**config.mk**
```make
export PLATFORM = sky130hd
export DESIGN_NAME = agp32_mem_ctrl
export DESIGN_NICKNAME = d
export VERILOG_FILES = /design/src/rtl/agp32_mem_ctrl.sv
export SDC_FILE = /design/constraint.sdc
export NUM_CORES = 1
export LEC_CHECK = 0
export BUFFER_PORTS_ARGS = -buffer_cell sky130_fd_sc_hd__buf_2
export CAP_MARGIN = 0
export CELL_PAD_IN_SITES_DETAIL_PLACEMENT = 1
export CELL_PAD_IN_SITES_GLOBAL_PLACEMENT = 2
export CORE_ASPECT_RATIO = 2
export CORE_UTILIZATION = 27
export DETAILED_ROUTE_END_ITERATION = 7
export HOLD_SLACK_MARGIN = 0.15
export PLACE_DENSITY = 0.74
export SKIP_LAST_GASP = 1
export SLEW_MARGIN = 20
export SYNTH_ARGS = -nofsm -noshare
export SYNTH_HDL_FRONTEND = slang
export SYNTH_SLANG_ARGS = --single-unit
```
**constraint.sdc**
```tcl
create_clock -name clk -period 2.18 [get_ports clk]
set_clock_uncertainty 0.05 [all_clocks]
set_input_delay 0.327 -clock clk [delete_from_list [all_inputs] [get_ports clk]]
set_output_delay 0.327 -clock clk [all_outputs]
set_load 0.01 [all_outputs]
```
**src/rtl/agp32_mem_ctrl.sv**
```systemverilog
`timescale 1ns/1ps
// agp32 memory controller: each command becomes an optional data word access, then a fetch at PC. With zero-wait ack, ready returns 3 cycles after accept for a fetch and 5 for a data command.
// Commands that arrive while ready=0 are ignored; mem_req is held until mem_ack. Defining TIMEOUT_EN bounds each request to TIMEOUT cycles.
module agp32_mem_ctrl #(
  parameter int          TIMEOUT    = 255,
  parameter logic [31:0] RESET_INST = 32'd63
) (
  input  logic        clk,
  input  logic        rst_n,
  input  logic [2:0]  command,
  input  logic [31:0] PC,
  input  logic [31:0] data_addr,
  input  logic [31:0] data_wdata,
  input  logic [3:0]  data_wstrb,
  output logic        ready,
  output logic [31:0] inst_rdata,
  output logic [31:0] data_rdata,
  output logic [1:0]  error,
  output logic        mem_start_ready,
  input  logic        mem_init_done,
  output logic        mem_req,
  output logic        mem_we,
  output logic [29:0] mem_addr,
  output logic [31:0] mem_wdata,
  output logic [3:0]  mem_wstrb,
  input  logic        mem_ack,
  input  logic [31:0] mem_rdata
);

  typedef enum logic [1:0] {S_INIT, S_IDLE, S_DATA, S_INST} state_t;

  state_t      r_state;
  logic        r_is_wr;
  logic [29:0] r_waddr;
  logic [29:0] r_pc;
  logic [31:0] r_wdata;
  logic [3:0]  r_wstrb;

  logic w_is_data;
  logic w_misaligned;
  logic w_to_hit;

  // Byte stores may carry the byte lane in addr[1:0], so a single-strobe write is legal.
  assign w_is_data    = (command == 3'd2) || (command == 3'd3);
  assign w_misaligned = (data_addr[1:0] != 2'b00) && !((command == 3'd3) && $onehot(data_wstrb));

`ifdef TIMEOUT_EN
  localparam int CW = $clog2(TIMEOUT + 1);
  logic [CW-1:0] r_to_cnt;

  // Counter is zero whenever mem_req is low, so every new request starts from 0.
  always_ff @(posedge clk) begin
    if (!rst_n || !mem_req) r_to_cnt <= '0;
    else                    r_to_cnt <= r_to_cnt + CW'(1);
  end

  assign w_to_hit = mem_req && !mem_ack && (r_to_cnt == CW'(TIMEOUT - 1));
`else
  assign w_to_hit = 1'b0;
`endif

  always_ff @(posedge clk) begin
    if (!rst_n) begin
      r_state         <= S_INIT;
      r_is_wr         <= 1'b0;
      r_waddr         <= '0;
      r_pc            <= '0;
      r_wdata         <= '0;
      r_wstrb         <= '0;
      ready           <= 1'b0;
      mem_start_ready <= 1'b0;
      error           <= 2'b00;
      inst_rdata      <= RESET_INST;
      data_rdata      <= '0;
      mem_req         <= 1'b0;
      mem_we          <= 1'b0;
      mem_addr        <= '0;
      mem_wdata       <= '0;
      mem_wstrb       <= '0;
    end else begin
      case (r_state)
        S_INIT: begin
          if (mem_init_done) begin
            mem_start_ready <= 1'b1;
            ready           <= 1'b1;
            r_state         <= S_IDLE;
          end
        end
        S_IDLE: begin
          if (command != 3'd0) begin
            ready   <= 1'b0;
            r_is_wr <= (command == 3'd3);
            r_waddr <= data_addr[31:2];
            r_pc    <= PC[31:2];
            r_wdata <= data_wdata;
            r_wstrb <= data_wstrb;
            if (w_is_data && !w_misaligned) begin
              r_state <= S_DATA;
            end else begin
              if (w_is_data) error[0] <= 1'b1;
              r_state <= S_INST;
            end
          end
        end
        S_DATA: begin
          // mem_req low here means the request has not been issued yet for this state.
          if (!mem_req) begin
            mem_req  <= 1'b1;
            mem_we   <= r_is_wr;
            mem_addr <= r_waddr;
            if (r_is_wr) begin
              mem_wdata <= r_wdata;
              mem_wstrb <= r_wstrb;
            end
          end else if (mem_ack) begin
            mem_req <= 1'b0;
            if (!r_is_wr) data_rdata <= mem_rdata;
            r_state <= S_INST;
          end else if (w_to_hit) begin
            mem_req  <= 1'b0;
            error[1] <= 1'b1;
            r_state  <= S_INST;
          end
        end
        S_INST: begin
          if (!mem_req) begin
            mem_req  <= 1'b1;
            mem_we   <= 1'b0;
            mem_addr <= r_pc;
          end else if (mem_ack) begin
            mem_req    <= 1'b0;
            inst_rdata <= mem_rdata;
            ready      <= 1'b1;
            r_state    <= S_IDLE;
          end else if (w_to_hit) begin
            mem_req    <= 1'b0;
            error[1]   <= 1'b1;
            inst_rdata <= RESET_INST;
            ready      <= 1'b1;
            r_state    <= S_IDLE;
          end
        end
        default: r_state <= S_INIT;
      endcase
    end
  end

endmodule

```
==> results.ini <==
[clock_network]
tritoncts = built
cts_resized = 0
cts_setup_buffers = 0
path_clk_slew_ps = 70
insertion_delay_ps = 520
clock_path_buffers = 3
ctsHoldBuffers = 133
cts_buffers = 23
clkSinkCount = 234
root_buffer = clkbuf_16
cts.htree.levels = 1

[power]
p_leak_nw = 5.65
powerDensity_mw_per_mm2 = 939
irDropWorstVdd_uv = 742

[drt]
via_per_inst = 4.52
ant_nets = 0
drt-pass1-iter-count = 4
wl_per_cell_um = 16.3
vias = 8488
drc_errors = 0
wl_mm = 30.6
drtIter0Drc = 189

[cells_and_area]
stdcell_count = 1876
n_fill_cell = 4000
drive_gt1_frac = 0.235
final_area_mm2 = 0.0131
multi_input_area_mm2 = 0.00405
syn_to_final_growth_pct = 42.8
regArea_mm2 = 0.00468
fin_nets = 1570
utilization = 0.390

[global_routing]
grt_pass1_vias = 8948
antenna_found_initial = 3
grt_max_degree = 71
grt-ovfl-total = 0
grt.total_usage = 0.178
grt_pass1_wl_mm = 48.4

[sta]
rsz0062_at_grt = false
post-route-period-util = 0.881
setup_viol = 0
fmax_mhz = 521
period_minus_slack_ps = 1920
finalHoldViolCount = 0
finalSetupTns_ps = 0
maxSlewViolCount = 0

[placed_design]
dp_hpwl_mm = 20.4
dp_cells = 1702
routabilityCongestion = 0.743
port_buffers = 271
postPlaceCellArea_mm2 = 0.0110

[synth]
netlist_area_mm2 = 0.00915
synth_seq_area_share = 0.512
yosysUniqueCellTypes = 40
ys_seq_elements = 234
yosys_warnings = 0
syn_avg_cell_area_um2 = 8.71
synthCells = 1051
syn_nets = 1197

[worst_setup_path]
worstSetupEndpointType = flip-flop
crit_arrival_ps = 2280
rrSetupSlack_ps = 290
path_max_fanout = 2
start_kind = primary input
crit_required_ps = 2540
worstSetupPathType = in -> reg

[min_path]
worstHoldPathType = in -> reg

[floorplanning]
rows = 95
initial_core_util = 0.273
num_io_pins = 275
core_mm2 = 0.0335
die_h_um = 262
die_area_mm2 = 0.0347
die_w_um = 132

[run_status]
outcome = finished, final reports clean

[run]
maxCapViolCount = 0

[worst max-delay path, stage by stage]
cell and delay, ps:
buf_2 90, inv_1 60, fa_1 570, inv_1 60, ha_1 170, ha_1 260, nand4bb_1 200, o311a_1 310
o221a_2 220
[registers in the layout (all words and copies together), names as in the netlist]
register / count
mem_wdata: 32
ready: 1
r_pc: 30
mem_start_ready: 1
r_is_wr: 1
r_wdata: 32
error: 1
r_state: 2
mem_addr: 30
inst_rdata: 32
mem_we: 1
r_wstrb: 4
data_rdata: 32
r_waddr: 30
mem_req: 1
mem_wstrb: 4
[worst paths after layout]
check	startpoint	endpoint	cells after the start
max reg2reg	r_state[0]	r_state[0]	5
max	data_wstrb[0]	r_state[0]	9
min reg2reg	r_waddr[28]	r_waddr[28]	2
min	rst_n	mem_wdata[19]	2
[routing by layer]
metal | share of wire | vias up | GRT usage
met5 | 0 | - | 0
met4 | 0.045 | 0 | 0.0913
met3 | 0.036 | 63 | 0.0235
met2 | 0.55 | 196 | 0.353
met1 | 0.37 | 4049 | 0.174
li1 | - | 4180 | -
[final cells by class]
type | instances | area share
flip-flops and latches | 234 | 0.358
multi-input cells | 725 | 0.310
repair buffers | 430 | 0.232
clock buffers | 30 | 0.0483
well taps | 436 | 0.0417
clock inverters | 8 | 0.00689
inverters | 10 | 0.00287
diodes | 3 | 0.000574
[power by group]
group          switching (mW)  total [mW]  internal [mW]
combinational            1.67        2.93           1.26
clock                    1.71        3.98           2.27
sequential              0.384        5.36           4.98
total                    3.77        12.3           8.50
[cells in the final DEF, fill, tap and decap left out, drive strengths merged, types with 3 or more instances in the layout]
cell type    instances
mux2i               31
dlygate4sd3        133
nor2b                3
diode                3
ha                   6
clkbuf              30
inv                 10
dfxtp              234
nand2              427
buf                297
nand3                7
a21boi             191
clkinv               6
o211a               30
[per-stage QoR]
stage               hold WS (ps)  setup WS (ps)  power [mW]
finish                       194            259        12.3
global route                 211            166        13.0
CTS                          188            276        12.6
detailed placement           398           -250        8.29
global placement             392           -251        8.21
floorplan                    384          -6.86        7.17
[logic make-up after synthesis]
family                     count (synthesis)  synth area share
other                                      1          0.000410
and+or+nand+nor                          451             0.193
AOI/OAI and AO/OA                        235             0.204
adders and majority gates                  7            0.0104
buffers and inverters                     92            0.0461
DFF                                      234             0.512
muxes                                     31            0.0339
[synthesized netlist by cell type, drive strengths merged]
master,number,area share
a221o,1,0.0011
a31oi,1,0.00068
nor4b,1,0.00096
nand4b,1,0.00096
clkbuf,37,0.015
o311a,2,0.0022
o31ai,1,0.0023
and4b,1,0.0011
o221a,2,0.0025
o31a,1,0.00096
o211a,30,0.033
a2111oi,1,0.00096
conb,1,0.00041
o22ai,1,0.00068
nand3b,1,0.00082
ha,6,0.0082
and3b,2,0.0019
a21oi,1,0.00055
nand4bb,1,0.0012
a21boi,191,0.16
fa,1,0.0022
nor2b,3,0.0021
o21ba,1,0.0011
o211ai,1,0.00082
or4,1,0.00082
or2,1,0.00068
buf,45,0.027
nand2,427,0.18
nor3,1,0.00055
and2,1,0.00068
mux2i,31,0.034
nand2b,1,0.00068
and3,1,0.00068
or4b,1,0.0011
inv,10,0.0041
a2bb2oi,1,0.00096
dfxtp,234,0.51
nand3,7,0.0038
Note: power is estimated with default switching activity, not from simulation.
